[src/rtl/jk_register_counter.sv]
`default_nettype none
// ============================================================================
//  Module   : jk_register_counter
//  Purpose  : WIDTH-bit register in which every bit behaves as a JK flip-flop,
//             with modulo up/down count and parallel-load modes. Provides a
//             registered wrap pulse and a combinational terminal-count flag
//             for cascading.
//  Revision : 1.0 - initial release
// ============================================================================
module jk_register_counter #(
    parameter int              WIDTH     = 8,
    parameter logic [WIDTH-1:0] MAX_COUNT = {WIDTH{1'b1}}
) (
    input  logic             clk,
    input  logic             rst,
    input  logic             en,
    input  logic [1:0]       mode,
    input  logic [WIDTH-1:0] j,
    input  logic [WIDTH-1:0] k,
    input  logic [WIDTH-1:0] d,
    output logic [WIDTH-1:0] q,
    output logic [WIDTH-1:0] q_b,
    output logic             tc,
    output logic             wrap
);

    localparam logic [1:0]       c_MODE_JK   = 2'b00;
    localparam logic [1:0]       c_MODE_UP   = 2'b01;
    localparam logic [1:0]       c_MODE_DOWN = 2'b10;
    localparam logic [1:0]       c_MODE_LOAD = 2'b11;
    localparam logic [WIDTH-1:0] c_ONE       = WIDTH'(1);

    logic [WIDTH-1:0] cnt_q;
    logic [WIDTH-1:0] cnt_d;
    logic             wrap_q;
    logic             wrap_d;

    // Next-state selection: hold when disabled, otherwise apply the mode.
    always_comb begin
        cnt_d  = cnt_q;
        wrap_d = 1'b0;
        if (en) begin
            case (mode)
                // Per bit: J sets, K clears, both toggle, neither holds.
                c_MODE_JK: cnt_d = (j & ~cnt_q) | (~k & cnt_q);
                c_MODE_UP: begin
                    // Values at or above MAX_COUNT (e.g. after a load) wrap to 0.
                    if (cnt_q >= MAX_COUNT) begin
                        cnt_d  = '0;
                        wrap_d = 1'b1;
                    end else begin
                        cnt_d  = cnt_q + c_ONE;
                    end
                end
                c_MODE_DOWN: begin
                    // Out-of-range values simply decrement; only 0 wraps.
                    if (cnt_q == '0) begin
                        cnt_d  = MAX_COUNT;
                        wrap_d = 1'b1;
                    end else begin
                        cnt_d  = cnt_q - c_ONE;
                    end
                end
                c_MODE_LOAD: cnt_d = d;
                default:     cnt_d = cnt_q;
            endcase
        end
    end

    // State register with synchronous reset taking priority over everything.
    always_ff @(posedge clk) begin
        if (rst) begin
            cnt_q  <= '0;
            wrap_q <= 1'b0;
        end else begin
            cnt_q  <= cnt_d;
            wrap_q <= wrap_d;
        end
    end

    // Terminal count predicts a wrap on the next enabled edge, regardless of en.
    always_comb begin
        tc = ((mode == c_MODE_UP) && (cnt_q >= MAX_COUNT)) ||
             ((mode == c_MODE_DOWN) && (cnt_q == '0));
    end

    assign q    = cnt_q;
    assign q_b  = ~cnt_q;
    assign wrap = wrap_q;

endmodule
`default_nettype wire
[config.mk]
export PLATFORM = sky130hd
export DESIGN_NAME = jk_register_counter
export DESIGN_NICKNAME = d
export VERILOG_FILES = /design/src/rtl/jk_register_counter.sv
export SDC_FILE = /design/constraint.sdc
export NUM_CORES = 1
export LEC_CHECK = 0
export BUFFER_PORTS_ARGS = -buffer_cell sky130_fd_sc_hd__buf_4
export CAP_MARGIN = 15
export CELL_PAD_IN_SITES_DETAIL_PLACEMENT = 1
export CELL_PAD_IN_SITES_GLOBAL_PLACEMENT = 1
export CORE_ASPECT_RATIO = 1.75
export CORE_MARGIN = 2
export CORE_UTILIZATION = 35
export CTS_BUF_LIST = sky130_fd_sc_hd__clkbuf_8
export CTS_CLUSTER_SIZE = 12
export DETAILED_ROUTE_END_ITERATION = 10
export GPL_ROUTABILITY_DRIVEN = 0
export HOLD_SLACK_MARGIN = 0.15
export PLACE_DENSITY = 0.95
export SLEW_MARGIN = 20
export SYNTH_ARGS = -nofsm -noshare
export SYNTH_HDL_FRONTEND = slang
export SYNTH_SLANG_ARGS = --single-unit
[constraint.sdc]
create_clock -name clk -period 2.5 [get_ports clk]
set_input_delay 0.625 -clock clk [delete_from_list [all_inputs] [get_ports clk]]
set_output_delay 0.625 -clock clk [all_outputs]
set_load 0.005 [all_outputs]
Word-level counts from Yosys, hierarchy flattened
Cells that the tools add are included. Widths: inputs -> output; s select.

Output and inout port bits: 18. Logic and storage cells: 26. Input port bits: 29. Bits in registers: 9.

Muxes and demuxes: 6. Order comparisons: 1. Add/sub/neg operators: 2. Bitwise operators: 6. Equality and inequality tests: 3. Reductions and logical operators: 6.

Operator list (number): $pmux 8 s4 (1); $and 8x8->8 (2); $mux 8 (2); $not 8->8 (2); $add 8x1->8 const B (1); $ge 8x8->1 const B (1); $logic_not 8->1 (1); $or 8x8->8 (1); $sub 8x1->8 const B (1); $eq 2x2->1 const B (2); $eq 2x1->1 const B (1); $logic_and 1x1->1 (2); $logic_not 2->1 (1); $mux 1 (2); $pmux 1 s2 (1); $reduce_or 2->1 (1); $logic_or 1x1->1 (1); $not 1->1 (1).

Depth between registers and ports, before layout
Gate-level depths: netlist of run 1.

Word-level depth: 4. Mapped depth: 6. Mapped depth without buffers: 6.

Least setup slack after synthesis of run 1
OpenSTA, ideal clock, no wires.

Kind: input port to output port. Start: in mode[0]. End: out tc. Stages on the path: 4. Path buffers: 0. Data required time: 1.875 ns. Path slack: 0.498 ns. Data arrival time: 1.377 ns. Cell sequence: inv_1 -> ha_1 -> and4_1 -> a22o_1.

Longest elaborated chain between the ends: 3. Elaborated cells between the ends (all ways): 5. Classes of those cells: 2 x eq/ne; 3 x reduce/logical.

RTL lines: start, declared (RTL line 17) `input logic [1:0] mode,`; $eq 2x1->1 / $eq 2x2->1 (equally long branches) (RTL line 83, 84); $logic_and 1x1->1 (on tied branches) (RTL line 83, 84); $logic_or 1x1->1 * (RTL line 83) `tc = ((mode == c_MODE_UP) && (cnt_q >= MAX_COUNT)) ||`; end, declared (RTL line 23) `output logic tc,`.

Every way passes the cells marked *; elsewhere a longest branch is shown, timed or not.

Worst setup path after layout of run 1
Start: reg cnt_q[1], in the netlist q[1]. End: out tc.

Longest elaborated chain between the ends: 3. Elaborated cells between the ends (all ways): 5. Classes of those cells: 1 x order compare; 4 x reduce/logical.

RTL lines: start, declared (RTL line 33) `logic [WIDTH-1:0] cnt_q;`; start signal, assigned (RTL line 76) `cnt_q <= cnt_d;`; $ge 8x8->1 / $logic_not 8->1 (equally long branches) (RTL line 83, 84); $logic_and 1x1->1 (on tied branches) (RTL line 83, 84); $logic_or 1x1->1 * (RTL line 83).

Marks and branches as above.

==> results of run 1 <==
## synth_stat cells
cell type	number
buf_6	1
o41a_1	1
nor3_2	1
and4_1	1
o31ai_1	2
inv_1	12
nand4_1	2
xor2_1	2
a311o_1	1
o21ai_1	2
a221oi_1	2
a31o_2	1
xnor2_1	3
or4_4	1
a21boi_1	1
a222oi_1	2
a21oi_1	9
and4b_1	1
mux2i_1	1
nand2_1	4
buf_2	3
a32o_1	1
dfxtp_1	9
o21a_1	3
a21o_1	3
o21ai_0	11
nor4_4	1
and3_1	6
clkbuf_1	3
nand3_1	3
a41oi_1	2
a31oi_1	1
nor3b_1	1
or3_1	1
ha_1	7
a22o_1	1
nand3_2	1
nor2_1	2
and2_1	2
nor3_1	1
a211o_1	6
## registers in the layout (all words and copies together), names as in the netlist
name,count
wrap,1
q,8
## per-stage QoR
stage                     setup slack (ns)  power (uW)  std cells  hold slack (ns)  instance area (um^2)
final                                0.209         587        190            0.653                  1340
after global routing                0.0741         620        190            0.665                  1340
after CTS                            0.192         588        190            0.656                  1340
after detailed placement             0.272         403        186            0.692                  1300
after global placement               0.312         390        186            0.671                  1300
after floorplan                      0.498         298        118            0.644                   935
## power by group
group	internal [uW]	switching [uW]	leakage (uW)	total [uW]
sequential	156	27.7	0.0000744	183
clock	108	74.5	0.0000269	183
combinational	117	104	0.000529	221
## kinds of logic (layout without fill, tap and decap cells)
family          after synthesis  after routing  synth area share, %
xor+xnor                      5              5                 4.69
fa+ha+maj                     7              7                 9.37
mux                           1              1                 1.07
flops                         9              9                 19.3
compound gates               49             49                 36.4
buf+inv                      19             65                 8.83
simple gates                 28             28                 20.3
## worst max path at each step
stage / to / depth (start not counted) / start / slack (ns)
after floorplan: tc / 4 / mode[0] / 0.50
after global placement: tc / 6 / mode[0] / 0.31
after detailed placement: tc / 6 / mode[0] / 0.27
after CTS: tc / 4 / q[3] / 0.19
after global routing: tc / 4 / q[3] / 0.07
final: tc / 5 / q[1] / 0.21
## cell usage in the layout (no fill, tap or decap), drive strengths merged, types with 4 or more instances in the layout
cell type / instances
ha: 7
inv: 13
a211o: 6
dfxtp: 9
nand3: 4
a21oi: 9
nand2: 4
o21ai: 13
buf: 49
and3: 6
## cell type report
class	count	share of cell area, %
Multi-Input combinational cell	90	50.0
Timing Repair Buffer	49	27.4
Sequential cell	9	13.4
Inverter	12	3.36
Clock buffer	3	3.08
Tap cell	26	2.42
Clock inverter	1	0.280
## layer usage
metal  vias to the layer above  track usage (%)  part of all wire (%)
met2                        52             47.8                    57
li1                        538                -                     -
met4                         0             13.1                   3.2
met3                        11             3.23                   5.0
met5                         -                0                     0
met1                       566             27.5                    35
==> results.json, run 1 <==
{
  "grt_pass1_vias": 1207,
  "port_buffers": 46,
  "clock_sinks": 9,
  "synth.top_cell.area_share_pct": 19.3,
  "hold_viol_final": 0,
  "grt_max_degree": 13,
  "worstHoldStart": "rst",
  "yosysTopAreaCell": "dfxtp_1",
  "antenna_found_initial": 0,
  "area_delta_synth_final_pct": 43.6,
  "start_util_pct": 37.1,
  "vias_per_cell": 6.14,
  "skew_ns": 0.00681,
  "clock.fmax_mhz": 436,
  "reg2reg_from": "q[3]",
  "synth_nets": 154,
  "clockBufferDepth": 2,
  "grt_usage_pct": 25.8,
  "fin_setup_tns_ns": 0,
  "crit_buf_inv": 1,
  "avgSynthCellArea_um2": 7.92,
  "seqCellArea_um2": 180,
  "endpoint_kind": "output pin",
  "min_period_over_period_pct": 91.6,
  "crit_arrival_ns": 1.67,
  "whs_endpoint": "q[1]",
  "core_area_um2": 2520,
  "hpwlAfterDp_um": 2810,
  "min_path_type": "in2reg",
  "ctsHtreeMaxLevel": 1,
  "leakage_uw": 0.000630,
  "fin_util_pct": 53.2,
  "finalSetupViolCount": 0,
  "worstHoldPathCells": 2,
  "cts_tree": "built",
  "rr_worst_depth": 4,
  "ys_ff_latch": 9,
  "ys_seq_area_share_pct": 19.3,
  "cts_setup_buffers": 0,
  "numCtsBuffers": 3,
  "worst_slew_pin_slew_ns": 0.545,
  "netlist_instances": 118,
  "crit_type": "reg2out",
  "crit_path_cell_trace": "ha_1, nand3_2, nor2_1, a22o_1, buf_4",
  "wl_per_cell_um": 19.7,
  "dr.pass1.iters": 5,
  "die_area_um2": 3120,
  "status": "completed",
  "drv_slew": 0,
  "drive_gt1_share_pct": 34.8,
  "final_nets": 201,
  "period_needed_ns": 2.29,
  "cpMaxStageDelayCell": "dfxtp_1",
  "final_antenna_net_count": 0,
  "via_count": 1167,
  "drc": 0,
  "ir_worst_vdd_v": 0.000245,
  "postCtsResizedCells": 0,
  "path_clk_slew_ns": 0.05,
  "die-width_um": 43.1,
  "cp.required_ns": 1.88,
  "r2r_setup_slack_ns": 0.70,
  "rsz0062_at_grt": "false",
  "path_delay_family": "flip-flops",
  "grt_pass1_wl_um": 5960,
  "die_h_um": 72.4,
  "powerDensity_nw_per_um2": 437,
  "max_cap_viol_count": 0,
  "nFillCells": 329,
  "grt-ovfl-total": 0,
  "syn-cell-area_um2": 935,
  "ctsHoldBuffers": 0,
  "slowest_delay_ns": 0.51,
  "clockRootBuffer": "clkbuf_8",
  "yosysUniqueCellTypes": 41,
  "drt-initial-drc-count": 26,
  "slew_headroom_pct": 63.7,
  "ys_warn_count": 0,
  "totalWireLength_um": 3740,
  "multiInputGateArea_um2": 672,
  "antenna_cells": 0,
  "worst_setup_path_start_kind": "flip-flop",
  "worst_r2r_endpoint": "q[5]",
  "critPathMaxFanout": 9,
  "worstSkewPairLatency_ns": 0.25,
  "ios": 47,
  "fp-row-count": 24,
  "yosys-top-cells-area": "dfxtp_1 (19%), ha_1 (9.4%), o21ai_0 (5.9%)"
}
Power figures use the tool's default switching activity.
==> run 2: changes to the inputs <==
--- a/config.mk
+++ b/config.mk
@@ -9,3 +9,3 @@
 export CAP_MARGIN = 15
-export CELL_PAD_IN_SITES_DETAIL_PLACEMENT = 1
+export CELL_PAD_IN_SITES_DETAIL_PLACEMENT = 0
 export CELL_PAD_IN_SITES_GLOBAL_PLACEMENT = 1
@@ -20,2 +20,3 @@
 export PLACE_DENSITY = 0.95
+export SKIP_LAST_GASP = 1
 export SLEW_MARGIN = 20
==> constraint.sdc (replaced) <==
create_clock -name clk -period 2.5 [get_ports clk]
set_input_delay 0.25 -clock clk [delete_from_list [all_inputs] [get_ports clk]]
set_output_delay 0.25 -clock clk [all_outputs]
set_load 0.005 [all_outputs]
==> run 2 against run 1 <==
Compared with the run above: first-iteration DRC count grew 15%; die area is the same; non-clock buffer count shrank 3; final cell count shrank 1.6%; largest cell class unchanged; clock skew shrank 0.0028 ns; power shrank 4.3%; utilization shrank 0.89 points; fmax grew 18%; sequential cell count is the same; highest routed layer unchanged; setup slack gained 0.35 ns; critical path depth shrank 1; wire length shrank 20%.
==> results.json, run 2 (synthesized netlist as in run 1, its figures left out) <==
{
  "period_needed_ns": 1.94,
  "port_buffers": 46,
  "status": "completed",
  "vias_per_cell": 5.91,
  "crit_buf_inv": 1,
  "path_clk_slew_ns": 0.05,
  "clockBufferDepth": 2,
  "drive_gt1_share_pct": 33.5,
  "skew_ns": 0.00405,
  "fp-row-count": 24,
  "nFillCells": 259,
  "worst_hold_slack_ns": 0.283,
  "die_h_um": 72.4,
  "hpwlAfterDp_um": 2270,
  "crit_path_cell_trace": "nor4_4, and4_1, a22o_1, buf_4",
  "swShare_pct": 33.2,
  "slew_headroom_pct": 67.9,
  "intPower_uw": 376,
  "die_area_um2": 3120,
  "max_cap_viol_count": 0,
  "endpoint_kind": "output pin",
  "ctsHtreeMaxLevel": 1,
  "cp.required_ns": 2.25,
  "critPathMaxFanout": 12,
  "grt_max_degree": 13,
  "min_path_type": "in2reg",
  "worst_setup_path_start_kind": "flip-flop",
  "powerDensity_nw_per_um2": 426,
  "start_util_pct": 37.1,
  "hold_viol_final": 0,
  "worst_slew_pin_slew_ns": 0.481,
  "rsz0062_at_grt": "false",
  "fin_setup_tns_ns": 0,
  "final_nets": 198,
  "drc": 0,
  "drv_slew": 0,
  "numCtsBuffers": 3,
  "wl_per_cell_um": 16.0,
  "totalWireLength_um": 2980,
  "worstSkewPairLatency_ns": 0.24,
  "antenna_cells": 0,
  "final_antenna_net_count": 0,
  "antenna_found_initial": 0,
  "leakage_uw": 0.000615,
  "finalSetupViolCount": 0,
  "cpMaxStageDelayCell": "dfxtp_1",
  "cts_tree": "built",
  "clock.fmax_mhz": 515,
  "p_comb_share_pct": 35.7,
  "grt_pass1_vias": 1106,
  "ctsHoldBuffers": 0,
  "clockRootBuffer": "clkbuf_8",
  "slowest_delay_ns": 0.45,
  "dr.pass1.iters": 4,
  "min_period_over_period_pct": 77.6,
  "grt-ovfl-total": 0,
  "cts_setup_buffers": 0,
  "switching_power_uw": 186,
  "crit_type": "reg2out",
  "via_count": 1105,
  "postCtsResizedCells": 0,
  "ir_worst_vdd_v": 0.000242,
  "grt_pass1_wl_um": 4890,
  "clock_sinks": 9,
  "final_common_cell": "buf_4",
  "drt-initial-drc-count": 30,
  "clockPowerShare_pct": 31.3,
  "die-width_um": 43.1,
  "path_delay_family": "simple AND/OR/NAND/NOR gates",
  "final_cell_mix": "buf_4 (46), inv_1 (13), o21ai_0 (11)",
  "grt_usage_pct": 20.7,
  "p_seq_share_pct": 33.0,
  "area_delta_synth_final_pct": 41.2,
  "ios": 47,
  "crit_arrival_ns": 1.69,
  "core_area_um2": 2520,
  "largest_reg_flops": 8
}
## run 2: worst register-to-register path: stages (launching register included)
cell     delay [ns]
dfxtp_1        0.61
nor4_4         0.12
and4_1         0.26
a21oi_1        0.43
a41oi_1        0.18
## run 2: worst paths after layout
| check | startpoint | endpoint | slack [ns] | cells past startpoint |
|---|---|---|---|---|
| worst max-delay path | q[2] | tc | 0.56 | 4 |
| worst min-delay path | d[0] | q[0] | 0.28 | 3 |
| worst max register to register | q[2] | q[5] | 0.75 | 4 |
| worst min register to register | q[7] | q[7] | 0.69 | 3 |
## run 2: cell type report
class                           count  area, um^2  area share [%]
Multi-Input combinational cell     90         672            50.9
Clock inverter                      1        3.75           0.284
Tap cell                           26        32.5            2.46
Clock buffer                        3        41.3            3.13
Sequential cell                     9         180            13.6
Inverter                           12        45.0            3.41
Timing Repair Buffer               46         345            26.2
## run 2: power groups by stage
stage / clock network [uW] / registers (uW) / logic, uW
floorplan: 0 / 171 / 127
global placement: 0 / 187 / 198
detailed placement: 0 / 188 / 200
CTS: 174 / 185 / 201
global route: 185 / 189 / 221
finish: 176 / 185 / 201
## run 2: stage by stage
stage               power [uW]  cells  utilization, %  worst slack [ns]  cell area (um^2)
floorplan                  298    118               -             0.955               935
global placement           385    183            50.5             0.798              1270
detailed placement         388    183            50.5             0.767              1270
CTS                        560    187            52.3             0.555              1320
global route               595    187            52.3             0.449              1320
finish                     562    187            52.3             0.559              1320
## run 2: routing by layer
metal | GRT usage [%] | up-vias | routed length (um)
li1 | - | 534 | -
met1 | 22.8 | 522 | 1070
met2 | 37.4 | 44 | 1680
met3 | 3.23 | 5 | 174
met4 | 10.4 | 0 | 61
met5 | 0 | - | 0
